`src/rtl/argmax_4_16.sv`:
```
// argmax_4_16: streaming argmax over M signed words per vector, one {index, value} result per vector.
module argmax_4_16 #(
  parameter int M    = 4,
  parameter int T    = 16,
  parameter int logM = $clog2(M)
) (
  input  logic                clk,
  input  logic                reset,
  input  logic                s_valid,
  output logic                s_ready,
  input  logic signed [T-1:0] data_in,
  output logic                m_valid,
  input  logic                m_ready,
  output logic [logM-1:0]     idx_out,
  output logic signed [T-1:0] max_out
);
  typedef enum logic {COLLECT, HOLD} state_t;
  state_t state, state_n;
  logic [logM-1:0] cnt, best_idx;
  logic signed [T-1:0] best_val;
  logic acc, last, gt;
  assign m_valid = state == HOLD;
  always_comb begin
    s_ready = !reset && (!m_valid || m_ready);
    acc     = s_valid && s_ready;
    last    = cnt == logM'(M-1);
    gt      = data_in > best_val;
    state_n = (acc && last) ? HOLD : (state == HOLD && m_ready) ? COLLECT : state;
  end
  always_ff @(posedge clk) begin
    if (reset) begin
      state    <= COLLECT;
      cnt      <= '0;
      best_val <= '0;
      best_idx <= '0;
      idx_out  <= '0;
      max_out  <= '0;
    end else begin
      state <= state_n;
      if (acc) begin
        cnt <= last ? '0 : cnt + logM'(1);
        if (cnt == '0) begin
          best_val <= data_in;
          best_idx <= '0;
        end else if (gt) begin
          best_val <= data_in;
          best_idx <= cnt;
        end
        if (last) begin
          max_out <= gt ? data_in : best_val;
          idx_out <= gt ? cnt : best_idx;
        end
      end
    end
  end
endmodule

```
`config.mk`:
```
export PLATFORM = sky130hd
export DESIGN_NAME = argmax_4_16
export DESIGN_NICKNAME = d
export VERILOG_FILES = /design/src/rtl/argmax_4_16.sv
export SDC_FILE = /design/constraint.sdc
export NUM_CORES = 1
export LEC_CHECK = 0
export CAP_MARGIN = 20
export CORE_UTILIZATION = 56
export CTS_CLUSTER_SIZE = 40
export DETAILED_ROUTE_END_ITERATION = 12
export DONT_BUFFER_PORTS = 1
export GPL_TIMING_DRIVEN = 1
export PLACE_DENSITY = 0.71
export REMOVE_ABC_BUFFERS = 1
export SKIP_CTS_REPAIR_TIMING = 1
export SYNTH_ARGS = -nofsm -noshare
export SYNTH_HDL_FRONTEND = slang
export SYNTH_SLANG_ARGS = --single-unit
```
`constraint.sdc`:
```
create_clock -name clk -period 7.55 [get_ports clk]
set_input_delay 1.51 -clock clk [delete_from_list [all_inputs] [get_ports clk]]
set_output_delay 1.51 -clock clk [all_outputs]
set_load 0.05 [all_outputs]
```
# After elaboration in Yosys (flattened, before gate mapping)
# Index checks and enable logic that the tools add are counted.
dict set report totals {
  out_inout_bits 20
  in_bits 20
  elab_cells 26
  register_bits 39
}
dict set report op_classes {
  n_eq_ne 1
  n_lt_le_gt_ge 1
  reduce_logical 10
  n_addsub 1
  n_mux 7
}
# operator n
set op_table {}
lappend op_table {{two-way mux 16 bit} 2}
lappend op_table {{> comparator 16 bit} 1}
lappend op_table {{two-way mux 2 bit} 3}
lappend op_table {{logical AND 1 bit} 4}
lappend op_table {{adder 2 x 1 -> 2 bit, second input constant} 1}
lappend op_table {{== test 2 bit, second input constant} 1}
lappend op_table {{zero test 1 bit} 2}
lappend op_table {{zero test 2 bit} 1}
lappend op_table {{two-way mux 1 bit} 2}
lappend op_table {{AND reduction 2 bit} 1}
lappend op_table {{nonzero test 2 bit} 1}
lappend op_table {{logical OR 1 bit} 1}

# Longest topological paths before layout
# Gate-level depths: netlist (run 1).
dict set report depth {
  depth_word 6
  depth_mapped 10
  depth_no_buf 8
}

# Worst setup path after synthesis (run 1)
# Ideal clock, no wire load.
dict set report synth_timing {
  kind {input port to output port}
  start {input port m_ready}
  end {output port s_ready}
  arrival_ps 2264
  required_ps 6040
  n_path_buf 0
  stages 2
  slack_ps 3776
  path_cell_list {nor2b_1 -> nor2_1}
}
dict set report synth_via {
  elab_chain_cells 2
}
# element line_no
set synth_rtl {}
lappend synth_rtl {{start: declaration} 13} ;# input logic m_ready,
lappend synth_rtl {{logical OR 1 bit} 24} ;# s_ready = !reset && (!m_valid || m_ready);
lappend synth_rtl {{logical AND 1 bit} 24}
lappend synth_rtl {{end: declaration} 10} ;# output logic s_ready,
# Every way passes these cells.

# Final worst setup path (run 1)
# Ends and elaborated chain as after synthesis.

==> impl_metrics.yaml, run 1 <==
run_status:
  status: "completed"
critical_path:
  path_cells: "nor2b_1, nor2_1"
  worstPathMaxFanout: 4
  end_kind: "output port"
  endpoint: "s_ready"
  cp.required_ps: 6040
  r2r_cells: 6
  startpoint_type: "input pin"
  r2r-start: "m_valid$_SDFFE_PP0P_"
  r2r-end: "max_out[15]$_SDFFE_PP0P_"
  crit_family: "simple AND/OR/NAND/NOR gates"
  max_stage_delay_ps: 750
  cp.arrival_ps: 2290
  reg2reg_slack_ps: 4580
  crit_start: "m_ready"
  worst-path-buf-inv: 0
  slowest_stage: "nor2_1"
  critPathKind: "in -> out"
  cp_num_cells: 2
clock_network:
  cts_buffer_depth: 2
  cts_tree: "built"
  path_clk_slew_ps: 70
  cts_max_level: 2
  insertion_delay_ps: 290
  clkSinkCount: 39
  cts_buffers: 5
  root_buffer: "clkbuf_8"
global_route:
  grt_max_degree: 39
  grt_pass1_wl_um: 7570
  antenna_found_initial: 0
  grt_pass1_vias: 1712
  overflow: 0
  grt_use_total: 0.236
finish:
  fin_nets: 273
  area_delta_synth_final_pct: 2.50
  fin_area_sq_um: 2250
  drive_above_1_share: 0.137
  fin_util: 0.607
  diodes: 0
  layout.cells.non_filler: 282
drt:
  ant_nets: 0
  wl_per_cell_um: 15.5
  firstDrtPassIters: 4
  viasPerCell: 5.93
  drc: 0
  drt-initial-drc-count: 68
  vias: 1671
  totalWireLength_um: 4360
power_and_ir_drop:
  vdd_ir_drop_max_mv: 0.106
  p_per_area_nw_per_um2: 222
  finalPower_mw: 0.501
  total_leakage_power_nw: 0.856
logic_synthesis:
  yosysWarnings: 0
  synth.distinct_cells: 40
  synth_top_area_frac: 0.355
  syn-mean-instance-area_sq_um: 9.09
  syn_inst: 242
  syn-cell-area_sq_um: 2200
  synth_area_leaders: "dfxtp_1 35%, ha_1 10%, a311oi_1 7.2%"
  post-synth-top-area-cell: "dfxtp_1"
  seq_area_frac_synth: 0.355
  ys_seq_elements: 39
placement:
  dp_cells: 276
  dpl_cell_area_sq_um: 2180
  portBuffers: 0
  dp_hpwl_um: 3000
  gp_congestion: 0.759
  dp_slack_ps: 3530
sta:
  worst_pin_slew_ps: 991
  finalSetupTns_ps: 0
  hold_violations: 0
  drv_slew: 0
  hold_ws_ps: 476
  finClkSkew_ps: 4.15
  fin_crit_ps: 3800
  max_freq_ghz: 0.263
  layout_setup_ws_ps: 3750
  layout_worst_path_cycle_share: 0.503
  setup_violations: 0
  rsz0062_at_grt: "false"
  timing.slew.headroom: 0.337
floorplanning:
  start_util: 0.592
  coreArea_sq_um: 3720
  die_width_um: 64.7
  die_h_um: 64.7
  dieArea_sq_um: 4180
  num_rows: 22
  io_pins: 40
job:
  drv_cap: 0
min_path:
  hold_class: "reg -> reg"
[logic make-up after synthesis]
kind of cell / share of synthesized area
flops: 0.355
fa+ha+maj: 0.102
compound gates: 0.212
simple gates: 0.160
mux: 0.0967
buf+inv: 0.0745
[cell usage in the layout, fill, tap and decap left out, types with 2 or more instances in the layout]
cell,n
nor2_1,39
dfxtp_1,39
nand3_1,20
inv_1,19
a311oi_1,18
ha_1,18
o21ai_0,13
mux2_4,9
mux2_2,6
a21oi_1,5
nand2_1,5
o21ai_1,5
clkbuf_8,5
a21o_1,3
nor2b_1,2
o211ai_1,2
nand4_1,2
o31ai_1,2
a32o_1,2
buf_4,2
[worst min-delay path by stage]
| stage | from | to | slack, ps | cells past startpoint |
|---|---|---|---|---|
| 6_report | best_idx[0]$_SDFFE_PP0P_ | best_idx[0]$_SDFFE_PP0P_ | 480 | 1 |
| 5_1_grt | best_idx[0]$_SDFFE_PP0P_ | best_idx[0]$_SDFFE_PP0P_ | 490 | 1 |
| 4_1_cts | best_idx[0]$_SDFFE_PP0P_ | best_idx[0]$_SDFFE_PP0P_ | 470 | 1 |
| 3_5_place_dp | best_idx[0]$_SDFFE_PP0P_ | best_idx[0]$_SDFFE_PP0P_ | 450 | 1 |
| 3_3_place_gp | best_idx[0]$_SDFFE_PP0P_ | best_idx[0]$_SDFFE_PP0P_ | 460 | 1 |
| 2_1_floorplan | best_idx[0]$_SDFFE_PP0P_ | best_idx[0]$_SDFFE_PP0P_ | 440 | 1 |
[cells in the mapped netlist]
cell / count
o21bai_2: 1
o41ai_2: 1
o21ai_0: 13
mux2i_1: 1
a21oi_1: 5
mux2_2: 6
dfxtp_1: 39
o21ai_1: 5
o211ai_1: 2
nor4_1: 1
nor2b_1: 2
a31oi_4: 1
and4_4: 1
nand4_1: 2
nor2_1: 39
a211o_2: 1
nand2_1: 5
o221a_2: 1
a2111o_1: 1
a32o_1: 2
nand3_1: 20
and2_1: 1
nand2b_1: 1
a22oi_4: 1
o31ai_1: 2
a31o_2: 1
a311oi_1: 18
mux2_4: 9
buf_4: 2
inv_1: 19
buf_6: 1
and2_2: 1
clkbuf_1: 11
buf_2: 1
and3_1: 1
ha_1: 18
a31o_1: 1
a21o_1: 3
nand3_4: 1
buf_12: 1
[area by class of cell]
cell class,count,area (sq um)
Tap cell,48,60.1
Multi-Input combinational cell,168,1250
Sequential cell,39,781
Fill cell,344,1460
Clock buffer,6,72.6
Timing Repair Buffer,2,15.0
Inverter,19,71.3
[layer usage]
layer  vias up  GRT usage  wire length (um)
met5         -          0                 0
met4         0     0.0750                57
met3         6     0.0616               176
met2        34      0.416              2080
met1       768      0.275              2050
li1        863          -                 -
[where the power goes]
group	switching, mW	internal (mW)
Combinational	0.0805	0.0561
Clock	0.0682	0.0616
Sequential	0.0135	0.221
Total	0.162	0.339
[state kept, by name (all words and copies together) (netlist names)]
name      flops
idx_out       2
best_val     16
max_out      16
m_valid       1
cnt           2
best_idx      2
Power figures use the tool's default switching activity.
==> inputs of run 2 (changes only) <==
Settings changed: PLACE_DENSITY 0.71 to 0.74.
Clock period 7.55 ns to 3.12 ns, I/O delays scaled along.
==> run 2 against run 1 <==
  * Total power up 140%
  * Setup slack worse by 3300 ps
  * Critical path depth up 6
  * Via count up 3.4%
  * Hold slack worse by 79 ps
  * Sequential cell count unchanged
==> impl_metrics.yaml, run 2 (synthesis gave the netlist of run 1 again) <==
finish:
  fin_nets: 279
  fin_util: 0.619
  drive_above_1_share: 0.158
  reg_top3: "best_val x16, max_out x16"
  diodes: 0
  final_cell_mix: "39 x nor2_1, 39 x dfxtp_1, 20 x nand3_1, 19 x inv_1"
  area_delta_synth_final_pct: 4.55
drt:
  firstDrtPassIters: 4
  totalWireLength_um: 4440
  highest_layer: "met4"
  met2WireLength_um: 2090
  drt-initial-drc-count: 93
  wl_met1_um: 2090
  ant_nets: 0
  drc: 0
  viasPerCell: 6.00
  wl_met3_um: 195
  wl_per_cell_um: 15.4
  vias: 1727
sta:
  rsz0062_at_grt: "false"
  layout_worst_path_cycle_share: 0.846
  finClkSkew_ps: 4.01
  hold_violations: 0
  hold_ws_ps: 396
  fin_crit_ps: 2640
  layout_setup_ws_ps: 482
  max_freq_ghz: 0.379
  timing.slew.headroom: 0.627
  worst_pin_slew_ps: 560
  drv_slew: 0
  setup_violations: 0
placement:
  portBuffers: 0
  dp_slack_ps: 279
  gp_congestion: 0.776
  dp_hpwl_um: 3080
critical_path:
  critPathKind: "reg -> reg"
  max_stage_delay_ps: 530
  startpoint_type: "flip-flop"
  path_cells: "inv_1, ha_1, and4_4, nand3_4, a2111o_1, a31oi_4, o21ai_0, a311oi_1"
  worstPathMaxFanout: 18
  end_kind: "flip-flop"
  slowest_stage: "a31oi_4"
  cp.arrival_ps: 2840
  cp.required_ps: 3320
  r2r_cells: 8
power_and_ir_drop:
  total_leakage_power_nw: 0.885
  vdd_ir_drop_max_mv: 0.275
  p_per_area_nw_per_um2: 532
  finalPower_mw: 1.22
job:
  drv_cap: 0
clock_network:
  root_buffer: "clkbuf_8"
  cts_max_level: 2
  cts_buffers: 5
  cts_buffer_depth: 2
  insertion_delay_ps: 290
  cts_tree: "built"
  path_clk_slew_ps: 70
  clkSinkCount: 39
floorplanning:
  dieArea_sq_um: 4180
  die_h_um: 64.7
  io_pins: 40
  coreArea_sq_um: 3720
  num_rows: 22
  die_width_um: 64.7
  start_util: 0.592
global_route:
  grt_pass1_vias: 1731
  grt_max_degree: 39
  grt_use_total: 0.245
  antenna_found_initial: 0
  grt_pass1_wl_um: 7800
  overflow: 0
run_status:
  status: "completed"
min_path:
  hold_class: "in -> reg"
  hold_path_depth: 1
[run 2: changes by cell type in the layout (fill, tap and decap cells not counted), sizes merged]
cell and delta:
buf +6
[run 2: critical path, delay by kind of cell (launching register included)]
family                   cells  cell delay, ps
AO/OA/AOI/OAI                4            1460
AND/OR/NAND/NOR              2             370
flip-flops                   1             330
adder cells (fa/ha/maj)      1             330
buffers and inverters        1              60
[run 2: power by group]
part / switching [mW] / total (mW) / internal (mW)
sequential: 0.0337 / 0.569 / 0.536
clock: 0.162 / 0.311 / 0.149
combinational: 0.197 / 0.344 / 0.147
[run 2: path summary, 6_finish.rpt]
check	slack [ps]	to	from
max	480	idx_out[0]$_SDFFE_PP0P_	best_val[15]$_SDFFE_PP0P_
min	400	idx_out[1]$_SDFFE_PP0P_	reset
max reg2reg	480	idx_out[0]$_SDFFE_PP0P_	best_val[15]$_SDFFE_PP0P_
min reg2reg	480	best_idx[1]$_SDFFE_PP0P_	best_idx[1]$_SDFFE_PP0P_
[run 2: per-stage QoR]
stage,setup TNS (ps),cells,area (sq um)
floorplan,-3750,226,2110
global placement,0,282,2230
detailed placement,0,282,2230
CTS,0,288,2300
global route,0,288,2300
finish,0,288,2300
[run 2: area by class of cell]
class	instances	area, sq um
Fill cell	343	1420
Multi-Input combinational cell	168	1250
Sequential cell	39	781
Clock buffer	6	72.6
Inverter	19	71.3
Timing Repair Buffer	8	60.1
Tap cell	48	60.1
[run 2: metal layers]
layer  track usage  vias up
met5             0        -
met4        0.0778        0
met3        0.0792        6
met2         0.397       37
met1         0.304      814
li1              -      870
==> inputs of run 3 (changes only) <==
Settings changed: PLACE_DENSITY 0.74 to 0.71.
Clock period 3.12 ns to 2.7 ns, I/O delays scaled along.
==> run 3 against run 2 <==
  * Register-to-register slack got worse by 360 ps
  * Non-clock buffer count increased by 4
  * Critical path depth is 1 higher
  * Setup slack worse by 360 ps
  * Cell count increased by 2.1%
  * Maximum frequency grew 2.5%
  * Highest routed layer unchanged
==> impl_metrics.yaml, run 3 (synthesis gave the netlist of run 1 again) <==
global_route:
  overflow: 0
  grt_pass1_vias: 1672
  grt_pass1_wl_um: 7430
  grt_use_total: 0.235
  grt_max_degree: 39
  antenna_found_initial: 0
finish:
  diodes: 0
  drive_above_1_share: 0.175
  reg_top3: "best_val x16, max_out x16"
  fin_nets: 283
  final_cell_mix: "39 x nor2_1, 39 x dfxtp_1, 20 x nand3_1, 19 x inv_1"
  fillers: 347
  fin_util: 0.638
  area_delta_synth_final_pct: 7.85
floorplanning:
  io_pins: 40
  num_rows: 22
  start_util: 0.592
  coreArea_sq_um: 3720
  dieArea_sq_um: 4180
  die_h_um: 64.7
  die_width_um: 64.7
job:
  drv_cap: 0
critical_path:
  cp.arrival_ps: 2750
  reg2reg_slack_ps: 130
  startpoint_type: "flip-flop"
  end_kind: "flip-flop"
  worstPathMaxFanout: 9
  critPathKind: "reg -> reg"
  cp.required_ps: 2880
clock_network:
  insertion_delay_ps: 290
  path_clk_slew_ps: 70
  cts_buffers: 5
  cts_tree: "built"
  clkSinkCount: 39
  cts_max_level: 2
  root_buffer: "clkbuf_8"
  cts_buffer_depth: 2
sta:
  setup_violations: 0
  fin_crit_ps: 2570
  max_freq_ghz: 0.389
  hold_violations: 0
  timing.slew.headroom: 0.650
  worst_pin_slew_ps: 524
  finClkSkew_ps: 7.03
  rsz0062_at_grt: "false"
  layout_worst_path_cycle_share: 0.953
  drv_slew: 0
  hold_ws_ps: 315
drt:
  totalWireLength_um: 4500
  drc: 0
  wl_per_cell_um: 15.3
  ant_nets: 0
  firstDrtPassIters: 4
  viasPerCell: 5.98
  drt-initial-drc-count: 121
  vias: 1759
power_and_ir_drop:
  p_seq_frac: 0.449
  vdd_ir_drop_max_mv: 0.244
  power.switching_mw: 0.469
  p_int_mw: 0.995
  p_per_area_nw_per_um2: 617
  p_comb_frac: 0.295
  swShare: 0.320
  p_clk_frac: 0.256
  total_leakage_power_nw: 0.925
min_path:
  hold_class: "in -> reg"
placement:
  dp_hpwl_um: 3140
  portBuffers: 0
  gp_congestion: 0.822
run_status:
  status: "completed"
## run 3: cell count changes in the layout (fill, tap and decap cells not counted)
| cell | delta |
|---|---|
| a31o_2 | -1 |
| a31o_4 | +1 |
| clkinv_2 | +1 |
| clkbuf_1 | +1 |
| buf_4 | +2 |
| buf_12 | +2 |
## run 3: worst paths after layout
check                                          startpoint                        to  cells after the start
worst max register to register  best_val[14]$_SDFFE_PP0P_  best_val[5]$_SDFFE_PP0P_                      9
worst max-delay path            best_val[14]$_SDFFE_PP0P_  best_val[5]$_SDFFE_PP0P_                      9
worst min-delay path                                reset      m_valid$_SDFFE_PP0P_                      1
worst min register to register   best_idx[0]$_SDFFE_PP0P_  best_idx[0]$_SDFFE_PP0P_                      1
## run 3: critical path, cell delays in order (launching register included)
cell	delay, ps
dfxtp_1	340
inv_1	60
ha_1	300
and4_4	250
nand3_4	110
o41ai_2	560
o21bai_2	130
a22oi_4	210
buf_12	180
mux2_2	330
## run 3: power groups by stage
stage	Sequential, mW	Clock, mW	Combinational [mW]
floorplan	0.664	0	0.304
global placement	0.668	0	0.416
detailed placement	0.669	0	0.427
CTS	0.656	0.390	0.430
global route	0.661	0.416	0.481
finish	0.657	0.374	0.432
## run 3: layout make-up
type,count,area [sq um],share of cell area
Inverter,19,71.3,0.0301
Tap cell,48,60.1,0.0253
Multi-Input combinational cell,168,1260,0.533
Clock buffer,7,76.3,0.0322
Sequential cell,39,781,0.329
Timing Repair Buffer,12,115,0.0485
Clock inverter,1,5.00,0.00211
## run 3: metrics by stage
step / instances / worst slack [ps] / TNS, ps / total power, mW / area [sq um]
CTS: 294 / 132 / 0 / 1.48 / 2360
global route: 294 / 26.1 / 0 / 1.56 / 2370
finish: 294 / 126 / 0 / 1.46 / 2370
floorplan: 226 / -611 / -9130 / 0.968 / 2110
detailed placement: 286 / -1.37 / -1.37 / 1.10 / 2280
global placement: 286 / 70.3 / 0 / 1.08 / 2280
## run 3: metal layers
layer / global-route usage / up-vias / routed length (um)
met2: 0.413 / 34 / 2220
li1: - / 882 / -
met1: 0.269 / 839 / 2040
met3: 0.0599 / 4 / 191
met4: 0.0917 / 0 / 55
met5: 0 / - / 0
